<file path="src/rtl/arbitro_memoria_dados.sv">
// Two-port arbiter in front of the single-port data memory (MenoriaDados).
// Port 0 is the processor data path, port 1 the loader/debug port.
module arbitro_memoria_dados #(
    parameter int ADDR_W    = 8,
    parameter int DATA_W    = 8,
    parameter int READ_LAT  = 1,
    parameter int PRIO_FIXA = 0
) (
    input  logic              Clock,
    input  logic              Reset,
    input  logic              Req0,
    input  logic              Req1,
    input  logic              We0,
    input  logic              We1,
    input  logic [ADDR_W-1:0] Addr0,
    input  logic [ADDR_W-1:0] Addr1,
    input  logic [DATA_W-1:0] WData0,
    input  logic [DATA_W-1:0] WData1,
    output logic              Ack0,
    output logic              Ack1,
    output logic [DATA_W-1:0] RData0,
    output logic [DATA_W-1:0] RData1,
    output logic [ADDR_W-1:0] Endereco,
    output logic [DATA_W-1:0] DadoEscr,
    output logic              MenWrite,
    output logic              MenRead,
    input  logic [DATA_W-1:0] DadoLido,
    output logic              Ocupado
);

    typedef enum logic [1:0] {
        LIVRE,
        ACESSO,
        CONCLUI
    } estado_t;

    localparam logic [2:0] CONT_FIM = 3'(READ_LAT - 1);

    estado_t           estado, estado_prox;
    logic              ultimo, ultimo_prox;
    logic              vencedor, vencedor_prox;
    logic              escrita, escrita_prox;
    logic [2:0]        cont, cont_prox;
    logic [ADDR_W-1:0] end_q, end_prox;
    logic [DATA_W-1:0] dado_q, dado_prox;
    logic              mw_q, mw_prox;
    logic              mr_q, mr_prox;
    logic              ack0_q, ack0_prox;
    logic              ack1_q, ack1_prox;
    logic [DATA_W-1:0] rd0_q, rd0_prox;
    logic [DATA_W-1:0] rd1_q, rd1_prox;
    logic              ganha0;

    // Port 0 wins a tie when priority is fixed or port 1 was served last.
    assign ganha0 = Req0 &&
                    (!Req1 || (PRIO_FIXA != 0) || ultimo);

    always_comb begin
        estado_prox   = estado;
        ultimo_prox   = ultimo;
        vencedor_prox = vencedor;
        escrita_prox  = escrita;
        cont_prox     = cont;
        end_prox      = end_q;
        dado_prox     = dado_q;
        mw_prox       = mw_q;
        mr_prox       = mr_q;
        ack0_prox     = 1'b0;
        ack1_prox     = 1'b0;
        rd0_prox      = rd0_q;
        rd1_prox      = rd1_q;

        unique case (estado)
            LIVRE: begin
                if (Req0 || Req1) begin
                    vencedor_prox = ~ganha0;
                    ultimo_prox   = ~ganha0;
                    escrita_prox  = ganha0 ? We0 : We1;
                    end_prox      = ganha0 ? Addr0 : Addr1;
                    dado_prox     = ganha0 ? WData0 : WData1;
                    mw_prox       = ganha0 ? We0 : We1;
                    mr_prox       = ganha0 ? ~We0 : ~We1;
                    cont_prox     = 3'd0;
                    estado_prox   = ACESSO;
                end
            end
            ACESSO: begin
                if (escrita) begin
                    mw_prox     = 1'b0;
                    ack0_prox   = ~vencedor;
                    ack1_prox   = vencedor;
                    estado_prox = CONCLUI;
                end else if (cont == CONT_FIM) begin
                    mr_prox     = 1'b0;
                    ack0_prox   = ~vencedor;
                    ack1_prox   = vencedor;
                    if (vencedor)
                        rd1_prox = DadoLido;
                    else
                        rd0_prox = DadoLido;
                    estado_prox = CONCLUI;
                end else begin
                    cont_prox = cont + 3'd1;
                end
            end
            CONCLUI: begin
                estado_prox = LIVRE;
            end
            default: begin
                estado_prox = LIVRE;
            end
        endcase
    end

    always_ff @(posedge Clock) begin
        if (Reset) begin
            estado   <= LIVRE;
            ultimo   <= 1'b1;
            vencedor <= 1'b0;
            escrita  <= 1'b0;
            cont     <= 3'd0;
            end_q    <= '0;
            dado_q   <= '0;
            mw_q     <= 1'b0;
            mr_q     <= 1'b0;
            ack0_q   <= 1'b0;
            ack1_q   <= 1'b0;
            rd0_q    <= '0;
            rd1_q    <= '0;
        end else begin
            estado   <= estado_prox;
            ultimo   <= ultimo_prox;
            vencedor <= vencedor_prox;
            escrita  <= escrita_prox;
            cont     <= cont_prox;
            end_q    <= end_prox;
            dado_q   <= dado_prox;
            mw_q     <= mw_prox;
            mr_q     <= mr_prox;
            ack0_q   <= ack0_prox;
            ack1_q   <= ack1_prox;
            rd0_q    <= rd0_prox;
            rd1_q    <= rd1_prox;
        end
    end

    // Strobes are gated so nothing reaches memory while Reset is high.
    assign MenWrite = mw_q & ~Reset;
    assign MenRead  = mr_q & ~Reset;
    assign Endereco = end_q;
    assign DadoEscr = dado_q;
    assign Ack0     = ack0_q;
    assign Ack1     = ack1_q;
    assign RData0   = rd0_q;
    assign RData1   = rd1_q;
    assign Ocupado  = (estado != LIVRE);

endmodule
</file>
<file path="config.mk">
export PLATFORM = sky130hd
export DESIGN_NAME = arbitro_memoria_dados
export DESIGN_NICKNAME = d
export VERILOG_FILES = /design/src/rtl/arbitro_memoria_dados.sv
export SDC_FILE = /design/constraint.sdc
export NUM_CORES = 1
export LEC_CHECK = 0
export BUFFER_PORTS_ARGS = -buffer_cell sky130_fd_sc_hd__clkbuf_2
export CORE_MARGIN = 8
export CORE_UTILIZATION = 46
export CTS_BUF_LIST = sky130_fd_sc_hd__clkbuf_16
export DETAILED_ROUTE_END_ITERATION = 7
export HOLD_SLACK_MARGIN = 0.15
export PLACE_DENSITY = 0.79
export RECOVER_POWER = 100
export SETUP_SLACK_MARGIN = 0.4
export SKIP_LAST_GASP = 1
export SLEW_MARGIN = 30
export SYNTH_ARGS = -nofsm -noshare
export SYNTH_HDL_FRONTEND = slang
export SYNTH_SLANG_ARGS = --single-unit
</file>
<file path="constraint.sdc">
create_clock -name Clock -period 2.2 [get_ports Clock]
set_clock_uncertainty 0.15 [all_clocks]
set_input_delay 0.22 -clock Clock [delete_from_list [all_inputs] [get_ports Clock]]
set_output_delay 0.22 -clock Clock [all_outputs]
set_load 0.02 [all_outputs]
</file>
==> Yosys cells after proc, flatten, opt, wreduce, memory -nomap -nowiden <==
Cells that the tools add are included.
{ "classes": {"addsub": 1, "n_reduce_logical": 16, "n_mux": 23, "eq_ne": 7, "n_bitwise": 9} }
{ "ops": {"columns": ["operator", "count"], "rows": [
  ["8-bit 2-to-1 mux", 2],
  ["4-bit AND reduction", 4],
  ["1-bit 2-to-1 mux", 11],
  ["2-bit != test (second input constant)", 5],
  ["3-bit 2-to-1 mux", 3],
  ["1-bit inverter", 7],
  ["2-bit 2-to-1 mux", 3],
  ["3-bit case mux with 2 select lines", 1],
  ["1-bit case mux with 2 select lines", 2],
  ["2-bit case mux with 2 select lines", 1],
  ["2-bit AND reduction", 2],
  ["2-bit nonzero test", 2],
  ["3-bit by 1-bit adder with 3-bit output (second input constant)", 1],
  ["3-bit zero test", 1],
  ["3-bit != test (second input constant)", 1],
  ["3-bit AND reduction", 1],
  ["1-bit AND", 2],
  ["2-bit by 1-bit equality test with 1-bit output (second input constant)", 1],
  ["2-bit zero test", 1],
  ["1-bit logical OR", 2],
  ["2-bit OR reduction", 1],
  ["1-bit logical AND", 1],
  ["1-bit zero test", 1]
]} }
{ "word_totals": {"register_bits": 44, "inputBits": 46} }

==> Logic depth before layout (Yosys ltp) <==
{ "logic_depth": {"ltp_word": 6, "mapped_depth": 7, "mapped_depth_nobuf": 6} }

==> Least setup slack after synthesis <==
Ideal clock, no wire load.
{ "synth_timing": {"kind": "reg2reg", "start": "register cont[0]", "end": "register cont[1]", "path_stages_with_launch": 7, "synth_period_minus_slack_ns": 1.684, "required_time_ns": 1.922, "setup_ns": 0.128, "t_arrival_ns": 1.407, "n_path_buf": 0, "slack_ns": 0.516, "path_cell_list": "dfxtp_1 -> inv_1 -> ha_1 -> and4bb_2 -> or3b_1 -> a22oi_1 -> nor2_1"} }
{ "synth_via": {"elab_chain_cells": 4} }
{ "synth_rtl": {"columns": ["item", "line_no", "source"], "rows": [
  ["start, declared", "43", "logic [2:0] cont, cont_prox;"],
  ["start signal, assigned", "135", "cont <= cont_prox;"],
  ["3-bit by 1-bit adder with 3-bit output", "103", "cont_prox = cont + 3'd1;"],
  ["3-bit 2-to-1 mux", "93", "end else if (cont == CONT_FIM) begin"],
  ["3-bit 2-to-1 mux", "88", "if (escrita) begin"],
  ["3-bit case mux with 2 select lines", "73", "unique case (estado)"]
]} }
Several ways; a longest one is shown, not always the timed one. The select of a mux whose other input is x is not followed.
A chain may end at the register's enable or synchronous reset.

==> Worst setup path in the final report <==
{ "layout_timing": {"start": "register cont[1]", "end": "register rd1_q[1], in the netlist RData1[1]"} }
{ "layout_via": {"elab_chain_cells": 2} }
{ "layout_rtl": {"columns": ["item", "line_no", "source"], "rows": [
  ["3-bit zero test", "93", null],
  ["4-bit AND reduction (no source line)", null, null],
  ["end signal, assigned", "143", "rd1_q <= rd1_prox;"],
  ["end, declared", "51", "logic [DATA_W-1:0] rd1_q, rd1_prox;"]
]} }
Every way passes these cells.

==> out/metrics.yaml <==
detailed_routing:
  drtPass1Iterations: 4
  wl_per_cell_microns: 14.7
  drcViolationCount: 0
  drt_iter0_markers: 92
  vias: 1751
  via_per_inst: 4.90
  ant_nets: 0
  wl_microns: 5240
grt:
  grt_pass1_wl_microns: 8320
  grt_max_degree: 35
  grt_use_total: 0.165
  grt_antenna_before_repair: 1
  grt_overflow: 0
  grt_pass1_vias: 1744
power_and_ir_drop:
  leakagePower_uw: 0.00123
  power.density_nw_per_um2: 780
  p_total_uw: 2130
  ir_worst_vdd_uv: 566
sta:
  setup_viol_count_final: 0
  rsz0062_at_grt: "no"
  tightest_slew_ns: 0.635
  setup_tns_ns: 0
  finalCriticalPeriod_ns: 1.84
  finalCritPeriodShare: 0.837
  fmax_mhz: 543
  slew_headroom: 0.576
  hold_ws_ns: 0.156
  hold_viol_final: 0
  drv_slew: 0
critical_path:
  worstSetupPathType: "reg2reg"
  r2r_setup_slack_ns: 0.36
  cp_data_required_time_ns: 2.21
  crit_fanout: 8
  crit_path_start: "cont[1]"
  start_kind: "flop"
  crit_chain: "inv_1, ha_1, and4bb_2, nand3_1, mux2i_1, nor2_1"
  r2r_end: "RData1[1]"
  cp_slowest_stage_delay_ns: 0.39
  reg2reg_from: "cont[1]"
  slowest_stage: "nand3_1"
  reg2reg_depth: 6
  crit_arrival_ns: 1.85
  cp-endpoint: "RData1[1]"
  worstSetupEndpointType: "flop"
cells_and_area:
  layout.nets: 352
  final-instance-count-excl-fill: 357
  area_growth_pct: 47.1
  drive_gt1_frac: 0.203
logic_synthesis:
  synth_area_sq_um: 1860
  synth.distinct_cells: 33
  yosysSeqAreaShare: 0.475
  avgSynthCellArea_sq_um: 9.87
  yosys_warnings: 0
  yosys-top-cells-area: "dfxtp_1, mux2i_1, nor2_1, a211oi_1, buf_4"
  synth_nets: 236
  synth_most_common_cell: "dfxtp_1"
  synth.top_cell.area_share: 0.475
  async_flop_share: 0
  synth_edf_count: 0
  synth_commonest_cells: "dfxtp_1, nor2_1, mux2i_1, a211oi_1, clkbuf_1"
  ys_ff_latch: 44
  synth_top_cell_by_area: "dfxtp_1"
  syn_inst: 188
  synth_ff_type: "dfxtp_1"
clocking:
  htree_levels: 2
  cts_tree: "built"
  root_buffer: "clkbuf_16"
  cts.sinks: 44
  clock_latency_ns: 0.28
  postCtsSetupBuffers: 0
  clk_pin_slew_ns: 0.06
  cts_buffers: 5
  cts_max_path_buffers: 2
die:
  die_y_microns: 79.5
  start_util: 0.471
  io_pins: 83
  die_w_microns: 79.5
  coreArea_sq_um: 3940
  fp-row-count: 23
  dieArea_sq_um: 6320
placed_design:
  place.gp.congestion: 0.853
  dp_hpwl_microns: 3410
  io_buffers: 82
  placedCellCount: 312
run_status:
  run_status: "finished, final reports clean"
min_path:
  whs_path_depth: 3
  worstHoldPathType: "in2reg"
job:
  maxCapViolations: 0
timing repair:
| item | in CTS | in global routing |
|---|---|---|
| hold buffers | 35 | 0 |
| setup endpoints to repair | 0 | 10 |
| hold endpoints to repair | 30 | 0 |
| resized for setup | 0 | 7 |
critical path, delay by kind of cell, from the launching register on:
family | cells | cell delay (ns)
adders and majority gates | 1 | 0.19
buffers and inverters | 1 | 0.06
DFF | 1 | 0.36
and+or+nand+nor | 3 | 0.71
muxes | 1 | 0.25
through the flow:
| step | cell area (sq um) | setup WS (ns) | utilization |
|---|---|---|---|
| 6_report | 2730 | 0.358 | 0.692 |
| 5_1_grt | 2730 | 0.211 | 0.692 |
| 4_1_cts | 2780 | 0.430 | 0.704 |
| 3_5_place_dp | 2290 | 0.442 | 0.580 |
| 3_3_place_gp | 2290 | 0.466 | 0.580 |
| 2_1_floorplan | 1860 | 0.516 | - |
layout by cell type, fill, tap and decap left out, drive strengths merged:
cell          n
a211oi       16
a21boi        1
a21oi         4
a22oi         1
a311o         1
a31oi         1
and2          2
and4bb        1
buf           2
clkbuf       88
clkinv        3
dfxtp        44
diode         2
dlygate4sd3  35
ha            2
inv           3
mux2i        33
nand2         1
nand2b        4
nand3         1
nor2         43
nor2b         3
nor3          3
nor3b         1
nor4          1
nor4b         1
o21ai         3
o21bai        1
o31ai         1
or2           2
or3           1
or3b          1
or4           1
metal layers:
metal  track usage  part of all wire  wire, microns
met4        0.0704             0.014             74
met3        0.0552             0.058            303
met5             0                 0              0
met1         0.169              0.37           1920
met2         0.299              0.56           2930
where the power goes:
group	leakage, uW	internal (uW)	total, uW	switching [uW]
clock	0.0000710	412	703	291
combinational	0.000792	209	506	297
sequential	0.000362	876	920	44.1
registers in the layout, summed over array words and instances (netlist names):
name / cells
Ack0: 1
estado: 2
mw_q: 1
escrita: 1
RData1: 8
ultimo: 1
vencedor: 1
RData0: 8
mr_q: 1
Endereco: 8
cont: 3
DadoEscr: 8
Ack1: 1
worst min path at each step:
stage / startpoint / to / slack [ns]
global placement: mr_q / mr_q / 0.31
finish: WData0[4] / DadoEscr[4] / 0.16
global route: Addr1[4] / Endereco[4] / 0.18
CTS: Addr1[4] / Endereco[4] / 0.16
floorplan: DadoLido[0] / RData1[0] / 0.21
detailed placement: ultimo / ultimo / 0.33
layout make-up:
cell class                      count  area (sq um)
Fill cell                         314          1210
Multi-Input combinational cell    130           891
Sequential cell                    44           882
Timing Repair Buffer              120           738
Clock buffer                        5           125
Tap cell                           50          62.6
Clock inverter                      3          13.8
Inverter                            3          11.3
Antenna cell                        2          5.00
cell families after synthesis:
logic type / Yosys count / share of synthesized area
mux: 33 / 0.178
flops: 44 / 0.475
buf+inv: 14 / 0.0411
simple gates: 66 / 0.184
compound gates: 29 / 0.109
fa+ha+maj: 2 / 0.0135
(Power assumes the default switching activity.)
